## config.mk

```make
export PLATFORM = sky130hd
export DESIGN_NAME = hwce_sop_norm
export DESIGN_NICKNAME = d
export VERILOG_FILES = /design/src/rtl/hwce_sop_norm.sv
export SDC_FILE = /design/constraint.sdc
export NUM_CORES = 2
export LEC_CHECK = 0
export CAP_MARGIN = 25
export CORE_MARGIN = 3
export CORE_UTILIZATION = 30
export CTS_CLUSTER_DIAMETER = 100
export DETAILED_ROUTE_END_ITERATION = 10
export DONT_BUFFER_PORTS = 1
export GPL_TIMING_DRIVEN = 0
export HOLD_SLACK_MARGIN = 0.1
export SETUP_SLACK_MARGIN = 0.15
export SYNTH_ARGS = -nofsm -noshare
export SYNTH_HDL_FRONTEND = slang
export SYNTH_SLANG_ARGS = --single-unit
export TNS_END_PERCENT = 100
```

## constraint.sdc

```tcl
create_clock -name clk -period 16.6 [get_ports clk]
set_input_delay 1.66 -clock clk [delete_from_list [all_inputs] [get_ports clk]]
set_output_delay 1.66 -clock clk [all_outputs]
set_load 0.02 [all_outputs]
```

## src/rtl/hwce_sop_norm.sv

```systemverilog
// Normalization stage behind the HWCE sum-of-products: optional y_in accumulate,
// rounding arithmetic right shift by qf, saturation to CONV_WIDTH, two-stage valid/ready pipe.
module hwce_sop_norm #(
   parameter int NPX           = 4,
   parameter int CONV_WIDTH    = 16,
   parameter int SUM_WIDTH     = 48,
   parameter int QF_WIDTH      = 5,
   parameter int SAT_CNT_WIDTH = 16
) (
   input  logic                        clk,
   input  logic                        rst,
   input  logic                        clear,
   input  logic                        acc_en,
   input  logic [QF_WIDTH-1:0]         qf,
   input  logic [NPX*SUM_WIDTH-1:0]    sop_in,
   input  logic                        sop_valid,
   output logic                        sop_ready,
   input  logic [NPX*CONV_WIDTH-1:0]   y_in,
   input  logic                        y_in_valid,
   output logic                        y_in_ready,
   output logic [NPX*CONV_WIDTH-1:0]   y_out,
   output logic                        y_out_valid,
   input  logic                        y_out_ready,
   output logic [SAT_CNT_WIDTH-1:0]    sat_cnt
);

   localparam int AW = SUM_WIDTH + 2;
   localparam int NW = $clog2(NPX + 1);
   localparam logic signed [AW-1:0] C_MAX = AW'((64'sd1 <<< (CONV_WIDTH - 1)) - 64'sd1);
   localparam logic signed [AW-1:0] C_MIN = ~C_MAX;

   logic                            w_flush;
   logic                            w_s2_adv;
   logic                            w_s1_adv;
   logic                            w_in_fire;
   logic                            w_s2_load;
   logic signed [AW-1:0]            w_round;
   logic signed [AW-1:0]            w_s1_next [NPX];
   logic signed [AW-1:0]            w_t       [NPX];
   logic        [NPX-1:0]           w_sat;
   logic        [NPX*CONV_WIDTH-1:0] w_y_next;
   logic        [NW-1:0]            w_nsat;
   logic        [SAT_CNT_WIDTH:0]   w_cnt_sum;

   logic                            r_s1_valid;
   logic                            r_s2_valid;
   logic signed [AW-1:0]            r_s1_sum  [NPX];
   logic        [NPX*CONV_WIDTH-1:0] r_y_out;
   logic        [SAT_CNT_WIDTH-1:0] r_sat_cnt;

   // A stage loads when it is empty or the stage after it frees up in the same cycle; a beat
   // transfers when valid & ready are both high, and rst/clear force both input readies low.
   assign w_flush    = rst | clear;
   assign w_s2_adv   = ~r_s2_valid | y_out_ready;
   assign w_s1_adv   = ~r_s1_valid | w_s2_adv;
   assign sop_ready  = ~w_flush & w_s1_adv & (~acc_en | y_in_valid);
   assign y_in_ready = ~w_flush & w_s1_adv & sop_valid & acc_en;
   assign w_in_fire  = sop_valid & sop_ready;
   assign w_s2_load  = ~w_flush & r_s1_valid & w_s2_adv;
   assign w_round    = (qf != '0) ? (AW'(1) << (qf - QF_WIDTH'(1))) : '0;

   always_comb begin
      for (int n = 0; n < NPX; n++) begin
         w_s1_next[n] = AW'(signed'(sop_in[n*SUM_WIDTH +: SUM_WIDTH])) + w_round;
         if (acc_en)
            w_s1_next[n] = w_s1_next[n] + (AW'(signed'(y_in[n*CONV_WIDTH +: CONV_WIDTH])) <<< qf);
      end
   end

   always_comb begin
      w_nsat   = '0;
      w_y_next = '0;
      for (int n = 0; n < NPX; n++) begin
         w_t[n]   = r_s1_sum[n] >>> qf;
         w_sat[n] = (w_t[n] > C_MAX) || (w_t[n] < C_MIN);
         if (w_t[n] > C_MAX)
            w_y_next[n*CONV_WIDTH +: CONV_WIDTH] = {1'b0, {(CONV_WIDTH-1){1'b1}}};
         else if (w_t[n] < C_MIN)
            w_y_next[n*CONV_WIDTH +: CONV_WIDTH] = {1'b1, {(CONV_WIDTH-1){1'b0}}};
         else
            w_y_next[n*CONV_WIDTH +: CONV_WIDTH] = w_t[n][CONV_WIDTH-1:0];
         w_nsat = w_nsat + NW'(w_sat[n]);
      end
      w_cnt_sum = {1'b0, r_sat_cnt} + (SAT_CNT_WIDTH+1)'(w_nsat);
   end

   always_ff @(posedge clk) begin
      if (w_flush) begin
         r_s1_valid <= 1'b0;
         r_s2_valid <= 1'b0;
         r_y_out    <= '0;
         r_sat_cnt  <= '0;
      end else begin
         r_s1_valid <= w_in_fire | (r_s1_valid & ~w_s2_adv);
         r_s2_valid <= w_s2_load | (r_s2_valid & ~y_out_ready);
         if (w_s2_load) begin
            r_y_out   <= w_y_next;
            // The counter sticks at all-ones instead of wrapping.
            r_sat_cnt <= w_cnt_sum[SAT_CNT_WIDTH] ? '1 : w_cnt_sum[SAT_CNT_WIDTH-1:0];
         end
      end
   end

   always_ff @(posedge clk) begin
      if (w_in_fire) begin
         for (int n = 0; n < NPX; n++)
            r_s1_sum[n] <= w_s1_next[n];
      end
   end

   assign y_out       = r_y_out;
   assign y_out_valid = r_s2_valid;
   assign sat_cnt     = r_sat_cnt;

endmodule

```

* Word-level counts from Yosys, hierarchy flattened
Memory sizes are Yosys's and may differ from the RTL's.
Cells that the tools add are included.
** Word-level totals
- Register bits after elaboration :: 82
- Bits in writable memories :: 200
- Input bits :: 268
- Output and inout bits :: 83
- Logic and storage cells :: 77
- Memories :: 1
** Memory list
- r_s1_sum :: depth 4, bits a word 50, read ports 4, clocked after Yosys merged registers in 0, write ports 4, RTL line 47 : logic signed [AW-1:0] r_s1_sum [NPX];
** Operators by class
- Add/subtract/negate cells :: 13
- Magnitude comparators :: 8
- Shift-type cells :: 9
- Multiplexer cells :: 16
- Bitwise logic cells :: 21
- Reductions and logical operators :: 5
** Operators with widths (count)
- $mux 50 :: 5
- $add 48x50->50 :: 4
- $add 50x50->50 :: 4
- $gt 50x16->1 const B :: 4
- $lt 50x16->1 const B :: 4
- $sshl 16x5->50 :: 4
- $sshr 50x5->50 :: 4
- $mux 16 :: 9
- $shl 1x5->50 const A :: 1
- $add 16x3->17 :: 1
- $and 1x1->1 :: 9
- $not 1->1 :: 6
- $or 1x1->1 :: 6
- $reduce_bool 5->1 :: 1
- $sub 5x1->5 const B :: 1
- $logic_or 1x1->1 :: 4
- $add 2x1->3 :: 1
- $add 3x1->3 :: 1
- $add 1x1->2 :: 1
- $mux 1 :: 2

* Longest topological paths before layout
- Depth in word-level cells :: 8
- Mapped depth :: 44
- Mapped depth without buffers :: 33

* Least setup slack after synthesis
Ideal clock, no wire load.
- Path type :: input -> register
- From :: in qf[2]
- To :: mem r_s1_sum[0][49] (netlist bit), data pin
- Setup time :: 0.261 ns
- Data arrival time :: 10.095 ns
- Data required time :: 16.339 ns
- Slack :: 6.244 ns
- Stages on the path :: 44
- Cells stage by stage :: buf_2 -> buf_2 -> buf_2 -> buf_1 -> clkbuf_1 -> buf_1 -> buf_2 -> buf_2 -> clkbuf_1 -> buf_1 -> nand2_1 -> clkbuf_1 -> nor3_1 -> ha_1 -> clkbuf_1 -> a21o_1 -> a21oi_1 -> o21bai_1 -> [8 not listed] -> a21oi_1 -> xnor2_1 -> ha_1 -> nand4_1 -> or3_1 -> a21boi_0 -> a31oi_1 -> nand2_1 -> o211a_1 -> a221o_1 -> nand4b_1 -> maj3_1 -> o21ba_2 -> a31oi_2 -> o311ai_1 -> o31ai_1 -> a41o_1 -> xnor2_1
** RTL lines
- start, declared :: RTL line 14 : input logic [QF_WIDTH-1:0] qf,
- end, declared :: RTL line 47

==> key figures <==
Run status
  • Run status: finished, final reports clean

Place
  • GPL Wtd Cong: 1.069
  • Post-DP HPWL: 233.6 mm
  • Placed cell area: 48460 sq um
  • I/O Buffers: 0

CTS
  • Resize count post-CTS: 0
  • Clock Root Buffer: clkbuf_16
  • Number of setup buffers added after CTS: 0
  • CTS Sinks: 282
  • Worst-path clk slew: 60 ps
  • Worst-skew pair later-pin latency: 610 ps
  • H-tree depth: 2
  • Hold buffer count at CTS: 0
  • Clock buffer depth: 3
  • TritonCTS clock tree: built
  • Num CTS Buffers: 37

Worst setup path
  • Crit path required time: 16900 ps
  • Largest stage delay on the critical path: 910 ps
  • CP Launch Type: input pin
  • CP Data Arrival Time: 14640 ps
  • Crit-path slowest cell: buf_1
  • Buf+Inv Stages, Crit Path: 11
  • Most frequent CP cell: a21o_1
  • CP max FO: 10
  • R2R setup slack: 9430 ps
  • Nature of the critical path endpoint: flop
  • Critical path class: input pin to flop
  • CP top delay family: buffers and inverters

Global routing
  • Global-route wire length before repair: 369.9 mm
  • Largest net degree at the start of global routing: 122
  • Total Routing Usage GR: 0.3337
  • Initial antenna violation count: 56
  • GRT overflow: 0
  • Vias in the first global route: 46310

Yosys
  • Synth Register Bits: 282
  • EDFF count, synth: 200
  • Main synth FF type: edfxtp_1
  • Sequential fraction of the synthesis area: 0.1685
  • Mapped Cells: 5820
  • Synth Warn #: 0
  • Mean area per synthesized cell: 7.797 sq um
  • Syn Std Cell Area: 45380 sq um
  • Async S/R FF share, synth: 0
  • Count of cell types in the netlist: 111

STA
  • Fin crit period: 14330 ps
  • Tcrit/Tclk final: 0.8634
  • Hold Vio Cnt, Final: 0
  • Setup TNS: 0 ps
  • Skew final: 30.63 ps
  • Tightest Pin Transition: 1225 ps
  • Final Max Slew Viols: 0
  • RSZ-0062 raised after global routing: no
  • Final Setup Violations: 0
  • Max frequency: 69.77 MHz
  • WHS: 539.0 ps
  • Relative slew slack: 0.1835

Power and ir drop
  • Tot Pwr: 0.003460 W
  • Pwr dens: 69.56 nW/um^2
  • Leakage: 20.46 nW
  • VDD IR max: 0.00006044 V

Die
  • Height of the chip: 394.9 um
  • Die Area: 156000 sq um
  • Core ar.: 150000 sq um
  • Starting Density: 0.3026
  • I/O pins: 351
  • Site Rows: 142
  • Die extent in x: 394.9 um

Layout
  • Nets: 6477
  • Final Cell Area: 49740 sq um
  • Most common cell after layout, fill and taps aside: nand2_1
  • Most frequent cells in the layout: 786 x nand2_1, 577 x a21oi_1, 523 x nor2_1, 427 x o21ai_0, 297 x ha_1
  • Share of post-route cells with drive strength above 1: 0.1089
  • Layout overhead on the synthesized area: 9.610%

Min path
  • Worst min-delay path class: flop to flop

Routing
  • First-pass detailed-route iteration total: 7
  • Drt initial violations: 7006
  • Antenna-violating nets left: 0
  • Avg Vias per Cell: 6.229
  • Vias: 49720
  • Final WL: 272.2 mm
  • DR DRC count: 0
  • Drt wl/cell: 34.11 um

Run
  • Max-cap violations: 0
[metrics by stage]
step           utilization  setup slack (ps)  instances
2_1_floorplan            -              6244       5823
3_3_place_gp        0.3195             600.4       7839
3_5_place_dp        0.3231              2139       7881
4_1_cts             0.3311              2634       7946
5_1_grt             0.3312              1979       7951
6_report            0.3317              2268       7981
[layout make-up]
type                            instances  area (sq um)
Fill cell                           16110        100200
Multi-Input combinational cell       5064         35770
Sequential cell                       282          7647
Tap cell                             2016          2522
Buffer                                364          1593
Clock buffer                           49          1065
Timing Repair Buffer                   43         499.2
Inverter                              113         431.7
Clock inverter                         16         126.4
Antenna cell                           34         85.08
[path summary, 6_finish.rpt]
| path | from | endpoint | cells past startpoint |
|---|---|---|---|
| max | qf[4] | r_s1_sum[2][43]$_DFFE_PP_ | 40 |
| min | r_s1_valid$_SDFF_PP0_ | y_out_valid$_SDFF_PP0_ | 2 |
| max reg2reg | r_s1_sum[0][17]$_DFFE_PP_ | sat_cnt[9]$_SDFFE_PP0P_ | 20 |
| min reg2reg | r_s1_valid$_SDFF_PP0_ | y_out_valid$_SDFF_PP0_ | 2 |
[layer usage]
metal  up-vias  routed length (um)  track usage
met1     24040              106600       0.4239
met4        20               19530       0.1941
li1      21720                   -            -
met3       675               33390       0.1050
met2      3260              112500       0.4962
met5         -                 159            0
[where the power goes]
group / internal, W / switching (W)
logic: 0.000620 / 0.00118
registers: 0.000813 / 0.0000537
clock network: 0.000456 / 0.000340
[cells in the mapped netlist (27+ instances only)]
cell,count,share of area
nand2_1,786,0.065
a21oi_1,577,0.064
nor2_1,525,0.043
o21ai_0,427,0.047
ha_1,297,0.082
xnor2_1,250,0.048
mux2i_1,240,0.053
a21o_1,230,0.038
clkbuf_1,213,0.018
edfxtp_1,200,0.13
mux2_2,188,0.047
mux4_2,154,0.076
xor2_1,149,0.029
nand3_1,141,0.016
inv_1,113,0.0093
nor3_1,93,0.010
dfxtp_1,82,0.036
o21bai_1,75,0.012
nand2b_1,66,0.0091
buf_1,62,0.0051
and3_1,59,0.0081
nand4_1,59,0.0081
a211oi_1,58,0.0096
a31oi_1,58,0.0080
o21a_1,58,0.0096
nor2b_1,57,0.0079
buf_2,55,0.0061
o211ai_1,47,0.0078
o22ai_1,36,0.0050
and2_1,33,0.0045
buf_4,28,0.0046
or2_2,27,0.0037
[registers in the layout, indices dropped and copies added (netlist names)]
| register | flops |
|---|---|
| r_s1_sum | 200 |
| y_out | 64 |
| sat_cnt | 16 |
| r_s1_valid | 1 |
| y_out_valid | 1 |
[tightest hold or removal path, delay by kind of cell (launching register included)]
kind | cells | cell delay, ps
simple gates | 2 | 150
flops | 1 | 340
[logic make-up (layout without fill, tap and decap cells)]
logic type / Yosys count / after routing / share of synthesized area
XOR/XNOR: 404 / 404 / 0.07936
AND/OR/NAND/NOR: 1966 / 1966 / 0.1974
other: 1 / 38 / 0.00008264
multiplexers: 582 / 582 / 0.1760
adder cells (fa/ha/maj): 308 / 308 / 0.08587
flip-flops: 282 / 282 / 0.1685
buffers and inverters: 477 / 585 / 0.04428
AO/OA/AOI/OAI: 1800 / 1800 / 0.2485
No activity file was read; power rests on OpenSTA's default activity.
